===== src/rtl/xalu_nibble_sequencer.sv =====
// xalu_nibble_sequencer: runs a 4-bit ALU slice over a NIBBLES*4-bit operand, one nibble per clock.
// Optional XALU_SEQ_EQU_EN accumulates slice_equ into res_equ; when undefined res_equ is tied 0.
module xalu_nibble_sequencer #(
  parameter int NIBBLES = 4,
  localparam int W = 4 * NIBBLES
) (
  input  logic         clk,
  input  logic         rst_n,
  input  logic         cmd_valid,
  output logic         cmd_ready,
  input  logic [3:0]   cmd_op,
  input  logic [W-1:0] cmd_a,
  input  logic [W-1:0] cmd_b,
  input  logic         cmd_cin,
  output logic         res_valid,
  input  logic         res_ready,
  output logic [W-1:0] res_data,
  output logic         res_carry,
  output logic         res_zero,
  output logic         res_equ,
  output logic         res_err,
  output logic [3:0]   slice_a,
  output logic [3:0]   slice_b,
  output logic [3:0]   slice_f,
  output logic         slice_ci_right,
  output logic         slice_ci_left,
  input  logic [3:0]   slice_d,
  input  logic         slice_co_left,
  input  logic         slice_co_right,
  input  logic         slice_zero,
  input  logic         slice_equ
);
  localparam int CW = $clog2(NIBBLES);
  localparam logic [CW-1:0] LAST = CW'(NIBBLES - 1);
  localparam logic [3:0] OP_ADD = 4'd0, OP_SHR = 4'd6, OP_SHL = 4'd7;
  typedef enum logic [1:0] {IDLE, RUN, DONE} state_t;
  state_t state;
  logic [W-1:0] a_sh, b_sh, res;
  logic [3:0] f;
  logic [CW-1:0] cnt;
  logic carry, zero_acc, err, msb;
  assign msb = f == OP_SHR;
  assign cmd_ready = state == IDLE;
  assign res_valid = state == DONE;
  assign res_data = res;
  assign res_carry = carry;
  assign res_zero = zero_acc;
  assign res_err = err;
  assign slice_a = msb ? a_sh[W-1 -: 4] : a_sh[3:0];
  assign slice_b = msb ? b_sh[W-1 -: 4] : b_sh[3:0];
  assign slice_f = f;
  assign slice_ci_right = msb ? 1'b0 : carry;
  assign slice_ci_left = msb ? carry : 1'b0;
  always_ff @(posedge clk or negedge rst_n) begin
    if (!rst_n) begin
      state <= IDLE;
      a_sh <= '0;
      b_sh <= '0;
      res <= '0;
      f <= '0;
      cnt <= '0;
      carry <= 1'b0;
      zero_acc <= 1'b1;
      err <= 1'b0;
    end else begin
      case (state)
        IDLE: if (cmd_valid) begin
          res <= '0;
          zero_acc <= 1'b1;
          err <= cmd_op[3];
          carry <= cmd_op[3] ? 1'b0 : cmd_cin;
          state <= cmd_op[3] ? DONE : RUN;
          if (!cmd_op[3]) begin
            a_sh <= cmd_a;
            b_sh <= cmd_b;
            f <= cmd_op;
            cnt <= '0;
          end
        end
        RUN: begin
          a_sh <= msb ? a_sh << 4 : a_sh >> 4;
          b_sh <= msb ? b_sh << 4 : b_sh >> 4;
          res <= msb ? {res[W-5:0], slice_d} : {slice_d, res[W-1:4]};
          carry <= (f == OP_ADD || f == OP_SHL) ? slice_co_left : msb ? slice_co_right : 1'b0;
          zero_acc <= zero_acc & slice_zero;
          cnt <= cnt + 1'b1;
          if (cnt == LAST) state <= DONE;
        end
        DONE: if (res_ready) state <= IDLE;
        default: state <= IDLE;
      endcase
    end
  end
`ifdef XALU_SEQ_EQU_EN
  logic equ_acc;
  assign res_equ = equ_acc;
  always_ff @(posedge clk or negedge rst_n) begin
    if (!rst_n) equ_acc <= 1'b0;
    else if (state == IDLE && cmd_valid) equ_acc <= !cmd_op[3];
    else if (state == RUN) equ_acc <= equ_acc & slice_equ;
  end
`else
  logic unused_equ;
  assign unused_equ = slice_equ;
  assign res_equ = 1'b0;
`endif
endmodule


===== config.mk =====
export PLATFORM = sky130hd
export DESIGN_NAME = xalu_nibble_sequencer
export DESIGN_NICKNAME = d
export VERILOG_FILES = /design/src/rtl/xalu_nibble_sequencer.sv
export SDC_FILE = /design/constraint.sdc
export NUM_CORES = 1
export LEC_CHECK = 0
export CORE_ASPECT_RATIO = 2
export CORE_UTILIZATION = 49
export CTS_CLUSTER_SIZE = 16
export DETAILED_ROUTE_END_ITERATION = 16
export PLACE_DENSITY = 0.86
export SYNTH_ARGS = -nofsm -noshare
export SYNTH_HDL_FRONTEND = slang
export SYNTH_SLANG_ARGS = --single-unit

===== constraint.sdc =====
create_clock -name clk -period 1.6 [get_ports clk]
set_input_delay 0.32 -clock clk [delete_from_list [all_inputs] [get_ports clk]]
set_output_delay 0.32 -clock clk [all_outputs]
set_load 0.005 [all_outputs]

== Word level (Yosys, flattened, before mapping) ==
Index checks and enable logic that the tools add are counted.

* Flip-flop bits (word level): 58
* Word-level logic and storage cells: 60

* Add/subtract/negate cells: 1
* Equal/unequal tests: 9
* Multiplexer cells: 30
* Bitwise logic cells: 2
* Reductions and logical operators: 9

{| class="wikitable"
|+ Operators by type and width
! operator !! count
|-
| $mux W16 || 8
|-
| $pmux W16 S2 || 3
|-
| $mux W2 || 6
|-
| $reduce_and A3 Y1 || 3
|-
| $mux W4 || 2
|-
| $mux W1 || 7
|-
| $eq A3 B3 Y1 const B || 2
|-
| $ne A2 B2 Y1 const B || 3
|-
| $pmux W2 S3 || 1
|-
| $eq A2 B2 Y1 const B || 2
|-
| $logic_not A4 Y1 || 1
|-
| $pmux W1 S2 || 2
|-
| $pmux W2 S2 || 1
|-
| $reduce_and A2 Y1 || 2
|-
| $add A2 B1 Y2 const B || 1
|-
| $eq A2 B1 Y1 const B || 1
|-
| $logic_not A2 Y1 || 1
|-
| $ne A2 B1 Y1 const B || 1
|-
| $reduce_bool A2 Y1 || 1
|-
| $and A1 B1 Y1 || 1
|-
| $logic_or A1 B1 Y1 || 1
|-
| $not A1 Y1 || 1
|}

== Longest topological paths before layout ==
Gate-level depths: netlist of the first run.

* Depth after elaboration: 4
* Gate-level depth with buffers: 6

== Least setup slack after synthesis of the first run ==
No wires, ideal clock.

* Path kind: reg2out
* Start: register f[0], in the netlist slice_f[0]
* End: output port slice_a[2]
* Data arrival time: 1.230 ns
* Data required time: 1.280 ns
* Path slack: 0.050 ns
* Cell stages (with the launch flop): 5
* Buffers on the path: 2
* Cells stage by stage: dfrtp_1 > nand3b_1 > buf_4 > buf_6 > mux2_2

* Cells in the longest elaborated chain, start to end: 2

{| class="wikitable"
|+ Ends and longest elaborated chain
! item !! RTL line !! RTL
|-
| start, declared || 39 || <nowiki>logic [3:0] f;</nowiki>
|-
| start signal, assigned || 76 || <nowiki>f <= cmd_op;</nowiki>
|-
| $eq A3 B3 Y1 || 42 || <nowiki>assign msb = f == OP_SHR;</nowiki>
|-
| $mux W4 || 49 || <nowiki>assign slice_a = msb ? a_sh[W-1 -: 4] : a_sh[3:0];</nowiki>
|-
| end, declared || 22 || <nowiki>output logic [3:0] slice_a,</nowiki>
|}

Every way passes these cells.

== Worst setup path after layout of the first run ==
* Start: register f[0], in the netlist slice_f[0]
* End: output port slice_a[3]

Same word-level chain as after synthesis.

==> flow_metrics.env, run 1 <==
export IMPL_status="complete, but fails checks"
export IMPL_violations="setup timing"
export IMPL_syn_area_um2=3330
export IMPL_fmax_ghz=0.501
export IMPL_rsz0062_at_grt="yes"
export IMPL_yosysUniqueCellTypes=40
export IMPL_rows=42
export IMPL_grt_pass1_wl_mm=16.6
export IMPL_worstPathArrival_ns=1.68
export IMPL_r2r_slack_ns=-0.06
export IMPL_clk_pin_slew_ns=0.06
export IMPL_htree_levels=3
export IMPL_cts_sinks=58
export IMPL_via_count=3384
export IMPL_cp_endpoint="slice_a[3]"
export IMPL_finClkSkew_ns=0.00819
export IMPL_ir_worst_vdd_v=0.00136
export IMPL_grt_pass1_vias=3327
export IMPL_layout_commonest_cell="clkdlybuf4s50_1"
export IMPL_worst_hold_slack_ns=0.507
export IMPL_synth_top_area_share_pct=42.9
export IMPL_numCtsBuffers=9
export IMPL_synth_edff_count=0
export IMPL_layout_drive_gt1_share_pct=31.8
export IMPL_leakagePower_uw=0.00243
export IMPL_worst_slack_ns=-0.397
export IMPL_grt_max_degree=42
export IMPL_post_place_ws_ns=-0.347
export IMPL_yosysTopAreaCell="dfrtp_1"
export IMPL_yosysWarnings=0
export IMPL_ys_flop_type="dfrtp_1"
export IMPL_dp_hpwl_mm=6.47
export IMPL_overflow=0
export IMPL_final_cell_mix="clkdlybuf4s50_1, dfrtp_1, buf_4, mux2i_1, nand2_1"
export IMPL_yosys_area_share_adder_pct=0.376
export IMPL_worstSetupEndpointType="output port"
export IMPL_hold_path_class="in -> async"
export IMPL_synthSimpleGateAreaFrac_pct=12.6
export IMPL_async_flop_share_pct=100
export IMPL_setup_viol=32
export IMPL_clock_root_buffer="clkbuf_16"
export IMPL_synthMuxAreaShare_pct=16.7
export IMPL_power_uw=10800
export IMPL_rr_endpoint="a_sh[7]$_DFFE_PN0P_"
export IMPL_rr_startpoint="slice_f[0]$_DFFE_PN0P_"
export IMPL_slew_headroom_pct=63.6
export IMPL_gp_congestion=0.933
export IMPL_crit_type="reg -> out"
export IMPL_p_per_area_nw_per_um2=2070
export IMPL_crit_path_start="slice_f[0]$_DFFE_PN0P_"
export IMPL_viasPerCell=6.30
export IMPL_synth_top_family_by_area="compound AO/OA/AOI/OAI gates"
export IMPL_synth_compound_area_share_pct=18.6
export IMPL_die_w_um=60.3
export IMPL_clock_latency_ns=0.34
export IMPL_drc=0
export IMPL_core_area_um2=6570
export IMPL_period_minus_slack_ns=2.00
export IMPL_io_buffers=81
export IMPL_critPathMaxFanout=8
export IMPL_cts_tree="built"
export IMPL_critPathLaunchType="flop"
export IMPL_clockBufferDepth=2
export IMPL_crit_required_ns=1.28
export IMPL_antenna_found_initial=0
export IMPL_drv_slew=0
export IMPL_dieArea_um2=7150
export IMPL_wire_per_inst_um=23.4
export IMPL_synthXorXnorAreaFrac_pct=0
export IMPL_fin_crit_sh_pct=125
export IMPL_fillers=352
export IMPL_postSynthAreaPerCell_um2=10.5
export IMPL_syn_to_final_growth_pct=56.7
export IMPL_ys_seq_elements=58
export IMPL_ys_seq_area_share_pct=43.6
export IMPL_start_util_pct=50.7
export IMPL_fp_dieH_um=119
export IMPL_ant_nets=0
export IMPL_ys_top_cells_by_area="dfrtp_1, mux2i_1, mux2_2, a22oi_1, o21ai_0"
export IMPL_tightest_slew_ns=0.546
export IMPL_synth_cells=317
export IMPL_reg2reg_depth=7
export IMPL_cap_violations=0
export IMPL_dr_pass1_iters=5
export IMPL_drt_iter0_markers=304
export IMPL_fin_nets=494
export IMPL_diodes=0
export IMPL_track_usage_pct=31.6
export IMPL_hold_violations=0
export IMPL_wl_mm=12.6
export IMPL_pin_count=85
## worst max-delay path: stages, from the launching register on
cell,delay [ns]
dfrtp_1,0.38
nand3b_1,0.23
buf_6,0.17
buf_12,0.14
mux2_4,0.31
buf_6,0.12
## cell families (layout without fill, tap and decap cells)
| group | count (synthesis) | after routing |
|---|---|---|
| flops | 58 | 58 |
| fa+ha+maj | 1 | 1 |
| other cells | 1 | 2 |
| mux | 53 | 53 |
| buf+inv | 53 | 184 |
| simple gates | 65 | 65 |
| compound gates | 86 | 86 |
## state kept, by name, summed over array words and instances, names as in the netlist
name       flops
cnt            2
res_zero       1
state          2
a_sh          16
slice_f        3
res_err        1
res_data      16
res_carry      1
b_sh          16
## final cells by class
class | count | area, um^2 | area share (%)
repair buffers | 147 | 1440 | 27.5
inverters | 21 | 81.3 | 1.56
well taps | 88 | 110 | 2.11
clock inverters | 5 | 100 | 1.92
clock buffers | 11 | 253 | 4.85
flip-flops and latches | 58 | 1450 | 27.9
multi-input cells | 207 | 1780 | 34.2
## synthesized netlist by cell type, types with 2 or more instances
| library cell | count |
|---|---|
| a221oi_1 | 8 |
| a211oi_1 | 8 |
| nand2_1 | 26 |
| mux2_2 | 18 |
| mux2i_1 | 33 |
| clkbuf_1 | 11 |
| a21oi_1 | 2 |
| nand2b_1 | 2 |
| nor2b_1 | 2 |
| and4b_1 | 8 |
| o21ai_0 | 21 |
| mux2_1 | 2 |
| nor2_1 | 4 |
| o22ai_1 | 9 |
| dfrtp_1 | 57 |
| buf_4 | 5 |
| nand3b_1 | 9 |
| buf_6 | 3 |
| and3b_1 | 8 |
| buf_2 | 12 |
| o2bb2ai_1 | 8 |
| o221ai_1 | 9 |
| a22oi_1 | 16 |
| inv_1 | 20 |
## worst min-delay path by stage
stage | start | end | slack (ns) | cells after the start
5_1_grt | cnt[0]$_DFFE_PN0P_ | cnt[0]$_DFFE_PN0P_ | 0.50 | 1
4_1_cts | rst_n | res_data[14]$_DFFE_PN0P_ | 0.48 | 3
6_report | rst_n | res_data[2]$_DFFE_PN0P_ | 0.51 | 3
3_3_place_gp | rst_n | res_data[14]$_DFFE_PN0P_ | 0.29 | 2
2_1_floorplan | rst_n | a_sh[0]$_DFFE_PN0P_ | 0.02 | 0
3_5_place_dp | rst_n | res_data[14]$_DFFE_PN0P_ | 0.30 | 2
## per-stage QoR
stage	instance area (um^2)	util (%)	TNS, ns	cells
6_report	5220	79.4	-4.11	537
2_1_floorplan	3330	-	0	318
3_3_place_gp	4380	66.7	-9.58	491
3_5_place_dp	4380	66.7	-11.48	491
5_1_grt	5220	79.4	-5.87	537
4_1_cts	4920	75.0	-4.67	522
## metal layers
layer | vias to the layer above | routed length, um | GRT usage (%)
met1 | 1711 | 4370 | 35.2
met2 | 188 | 6700 | 53.6
met4 | 0 | 701 | 16.1
li1 | 1424 | - | -
met5 | - | 0 | 0
met3 | 61 | 789 | 6.56
## report_power, final
group	total, uW	switching [uW]	internal, uW
combinational	5640	2640	3000
sequential	2850	699	2150
clock	2290	695	1600
total	10800	4040	6750
## repair_timing
item	in CTS	in global routing
resized for setup	73	38
pin swaps	1	12
hold buffers	1	0
gates cloned	1	2
endpoints found under the hold margin	16	0
setup buffers	13	16
setup endpoints to repair	17	58
Power figures use the tool's default switching activity.
==> inputs of run 2 (changes only) <==
- CAP_MARGIN: default -> 20
==> results of run 2 <==
No change in the layout: final DEF, timing and power equal those of run 1.
==> RTL change 1: new RTL, config.mk and constraints of run 1 <==
Re-encode `state_t` (3 states) as one-hot, 3 bits wide.
--- a/src/rtl/xalu_nibble_sequencer.sv
+++ b/src/rtl/xalu_nibble_sequencer.sv
@@ -33,7 +33,7 @@
   localparam int CW = $clog2(NIBBLES);
   localparam logic [CW-1:0] LAST = CW'(NIBBLES - 1);
   localparam logic [3:0] OP_ADD = 4'd0, OP_SHR = 4'd6, OP_SHL = 4'd7;
-  typedef enum logic [1:0] {IDLE, RUN, DONE} state_t;
+  typedef enum logic [2:0] {IDLE = 3'b001, RUN = 3'b010, DONE = 3'b100} state_t;
   state_t state;
   logic [W-1:0] a_sh, b_sh, res;
   logic [3:0] f;
Check against the original RTL: no difference found for any inputs over 10 cycles, from zero or initial values and one cycle with rst_n low; not proved beyond that.
==> RTL change 1 against run 1 <==
The flow still finishes with violations (negative setup slack); total power down 11%; die area down 1.6%; synthesized area down 1.6%; wire length down 1.6%; via count up 3.0%; clock skew up 0.0029 ns; combinational power down 14%; setup slack better by 0.032 ns; non-clock buffer count up 20; sequential cell count up 1; design area up 3.4%; largest power group unchanged; highest routed layer unchanged.
==> RTL change 1: results (changes against run 1) <==
metric,value,unit,change
largest net degree at the start of global routing,60,,was 42
reg2reg setup slack,-0.15,ns,was -0.06 ns
Final Setup Violations,34,,was 32
largest cells by area after synthesis,"dfrtp_1, o211ai_1, mux2i_1",,"was dfrtp_1, mux2i_1, mux2_2"
post-DP HPWL,5.89,mm,was 6.47 mm
proportion of layout cells with a drive suffix above 1,0.359,,was 0.318
Setup WS pre-CTS,-0.443,ns,was -0.347 ns
R2R Path End,res_data[13],,was a_sh[7]
status,"finished, violations left",,unchanged
GP Congestion,0.810,,was 0.933
drt wl/cell,22.2,um,was 23.4 um
sequential area share after synthesis,0.452,,was 0.436
Worst Hold Class,flip-flop to flip-flop,,was input pin to asynchronous set/reset pin
DRT Pass-1 Iters,6,,was 5
GRT Util Overall,0.338,,was 0.316
"Max FO, Critical Path",4,,was 8
first-pass GRT wire length,17.7,mm,was 16.6 mm
vias,3486,,was 3384
DR iter-0 viols,330,,was 304
VDD IR-drop max,1320,uV,was 1360 uV
Resize count post-CTS,108,,was 73
Synth top cells by count,"nand3_1, dfrtp_1, o211ai_1, mux2i_1, nand2_1",,"was dfrtp_1, mux2i_1, nand2_1, o21ai_0, inv_1"
cells on worst reg2reg path,8,,was 7
Fin Clk Skew,0.0111,ns,was 0.00819 ns
setup_tns,-5.04,ns,was -4.11 ns
post-CTS setup buffers,33,,was 13
failing checks,negative setup slack,,unchanged
P_leak,2.32,nW,was 2.43 nW
vias in the first global route,3525,,was 3327
final setup margin,-0.365,ns,was -0.397 ns
RTL change 1: critical path, stage by stage, from the launching register on:
cell and delay (ns):
dfrtp_1 0.38, buf_4 0.14, and3b_2 0.27, buf_12 0.12, buf_6 0.11, nand2_1 0.07, nand2_1 0.08, buf_2 0.14
RTL change 1: area by class of cell:
cell class | instances | area (um^2)
multi-input cells | 227 | 1820
repair buffers | 167 | 1660
flip-flops and latches | 59 | 1480
fillers | 337 | 970
clock buffers | 11 | 233
well taps | 86 | 108
clock inverters | 5 | 77.6
inverters | 2 | 7.51
RTL change 1: how the worst max path moves through the flow:
stage | cells past startpoint | to | start
4_1_cts | 7 | slice_a[2] | slice_f[0]
3_5_place_dp | 4 | res_carry | cmd_valid
5_1_grt | 7 | slice_a[3] | slice_f[0]
2_1_floorplan | 6 | res_data[12] | state[0]
3_3_place_gp | 4 | res_carry | cmd_valid
6_report | 7 | slice_a[3] | slice_f[0]
RTL change 1: where the power goes:
group          total, mW  switching (mW)  internal (mW)
clock network       2.07           0.709           1.36
logic               4.84            2.22           2.62
registers           2.63           0.568           2.07
RTL change 1: metrics by stage:
step                instances  hold WS (ns)  cell area (um^2)
floorplan                 325        0.0244              3280
CTS                       538         0.495              5070
finish                    557         0.504              5390
global route              557         0.538              5390
detailed placement        487         0.348              4300
global placement          487         0.347              4300
RTL change 1: routing by layer:
layer,GRT usage,part of all wire
met5,0,0
met4,0.188,0.052
met3,0.0769,0.073
met2,0.565,0.52
met1,0.376,0.36
RTL change 1: cell families (layout without fill, tap and decap cells):
logic type,count (synthesis),in the layout,synth area share
AO/OA/AOI/OAI,76,76,0.195
flip-flops,59,59,0.452
AND/OR/NAND/NOR,112,112,0.175
buffers and inverters,39,185,0.0619
other,1,2,0.00115
multiplexers,36,36,0.111
adder cells (fa/ha/maj),1,1,0.00382
==> RTL change 2: new RTL, flow settings as in run 1 <==
Made on the original files. Set the parameter `NIBBLES` to 8 (it was 4). Comments in the files are not updated.
--- a/src/rtl/xalu_nibble_sequencer.sv
+++ b/src/rtl/xalu_nibble_sequencer.sv
@@ -1,7 +1,7 @@
 // xalu_nibble_sequencer: runs a 4-bit ALU slice over a NIBBLES*4-bit operand, one nibble per clock.
 // Optional XALU_SEQ_EQU_EN accumulates slice_equ into res_equ; when undefined res_equ is tied 0.
 module xalu_nibble_sequencer #(
-  parameter int NIBBLES = 4,
+  parameter int NIBBLES = 8,
   localparam int W = 4 * NIBBLES
 ) (
   input  logic         clk,
Ports: changed (resized cmd_a, cmd_b and res_data); port bits go from 85 to 133. No check against the original RTL was run, so the function may have changed too.
==> RTL change 2 against run 1 <==
The run still ends with negative setup slack left; setup slack better by 0.15 ns; total power is 61% higher; sequential cell count is 49 higher; worst hold slack worse by 0.067 ns; design area is 76% higher; synthesized area is 85% higher; clock power is 7% higher; die area is 82% higher; wire length is 87% higher; largest power group unchanged.
==> RTL change 2: results (changes against run 1) <==
metric,value,unit,change
status,"finished, violations left",,unchanged
failing checks,negative setup slack,,unchanged
fin nets,884,,was 494
GP Congestion,0.877,,was 0.933
"Max FO, Critical Path",6,,was 8
GRT Util Overall,0.312,,was 0.316
DR iter-0 viols,834,,was 304
Final Setup Violations,42,,was 32
total placed instance area,0.00773,mm^2,was 0.00438 mm^2
reg2reg setup slack,-0.12,ns,was -0.06 ns
Max transition margin,0.666,,was 0.636
net switching power,7.55,mW,was 4.04 mW
Unique masters post-synth,37,,was 40
CP arrival,1.53,ns,was 1.68 ns
IO Port Bufs,129,,was 81
DRC viols,0,,unchanged
final setup margin,-0.251,ns,was -0.397 ns
largest cells by area after synthesis,"dfrtp_1, a221oi_1, a211oi_1",,"was dfrtp_1, mux2i_1, mux2_2"
Fin Clk Skew,0.00770,ns,was 0.00819 ns
Worst-Skew Late Latency,0.36,ns,was 0.34 ns
VDD IR-drop max,1450,uV,was 1360 uV
sequential area share after synthesis,0.436,,about the same
P_leak,3.99,nW,was 2.43 nW
setup_tns,-3.45,ns,was -4.11 ns
DRT Pass-1 Iters,6,,was 5
Die Wd,81.2,um,was 60.3 um
vias in the first global route,5903,,was 3327
final hold slack,0.440,ns,was 0.507 ns
proportion of layout cells with a drive suffix above 1,0.297,,was 0.318
largest net degree at the start of global routing,51,,was 42
Routed WL,23.5,mm,was 12.6 mm
RTL change 2: cell count changes after synthesis, moves of 17 or more:
cell	change
buf_2	+17
nor4_1	+48
nor2b_1	+45
dfrtp_1	+49
a221oi_1	+41
inv_1	+29
a211oi_1	+37
nand2_1	+33
RTL change 2: area by class of cell:
class / instances / area (um^2)
Inverter: 50 / 188
Tap cell: 147 / 184
Clock buffer: 12 / 246
Fill cell: 699 / 3010
Multi-Input combinational cell: 403 / 3440
Sequential cell: 107 / 2680
Timing Repair Buffer: 230 / 2370
Clock inverter: 4 / 73.8
RTL change 2: what timing repair did:
item	4_1_cts	5_1_grt
hold endpoints to repair	25	0
gates cloned	1	10
setup buffers	22	18
pin swaps	15	23
gates resized for setup	116	67
hold buffers	1	0
setup endpoints to repair	79	106
RTL change 2: worst paths after layout:
path	from	end	cells past startpoint
worst max-delay path	slice_f[0]	slice_b[0]	6
worst min-delay path	rst_n	res_data[9]	2
worst max register to register	slice_f[0]	a_sh[18]	6
worst min register to register	cnt[2]	cnt[2]	1
max in group asynchronous	rst_n	state[1]	3
min in group clk	cnt[2]	cnt[2]	1
RTL change 2: cells by family (layout without fill, tap and decap cells):
kind of cell	Yosys count	after routing	synth area share
flip-flops	107	107	0.436
other	1	2	0.000610
AO/OA/AOI/OAI	158	159	0.198
adder cells (fa/ha/maj)	2	2	0.00407
multiplexers	54	54	0.0976
AND/OR/NAND/NOR	186	186	0.169
buffers and inverters	118	296	0.0952
RTL change 2: per-layer routing:
layer  up-vias  global-route usage  share of wire
met5         -                   0              0
met4         0               0.192          0.063
met3       127              0.0506          0.075
met2       425               0.511           0.51
met1      3103               0.371           0.35
li1       2648                   -              -
RTL change 2: stage by stage:
step	setup slack, ns	instances	utilization	power [mW]
global route	-0.312	953	0.753	18.0
detailed placement	-0.352	887	0.634	12.0
global placement	-0.327	887	0.634	11.6
finish	-0.251	953	0.753	17.4
CTS	-0.226	925	0.693	15.1
floorplan	0.140	627	-	9.25
RTL change 2: power groups by stage:
stage / combinational, mW / clock, mW / sequential [mW]
2_1_floorplan: 4.80 / 0 / 4.45
3_3_place_gp: 6.92 / 0 / 4.68
3_5_place_dp: 7.19 / 0 / 4.76
4_1_cts: 7.90 / 2.43 / 4.73
5_1_grt: 10.5 / 2.54 / 5.00
6_report: 10.0 / 2.44 / 4.94
RTL change 2: worst max-delay path, stage by stage, from the launching register on:
cell and delay, ns:
dfrtp_2 0.42, nand3b_1 0.20, buf_6 0.15, buf_6 0.13
nand2_2 0.07, nand2_1 0.06, buf_2 0.14
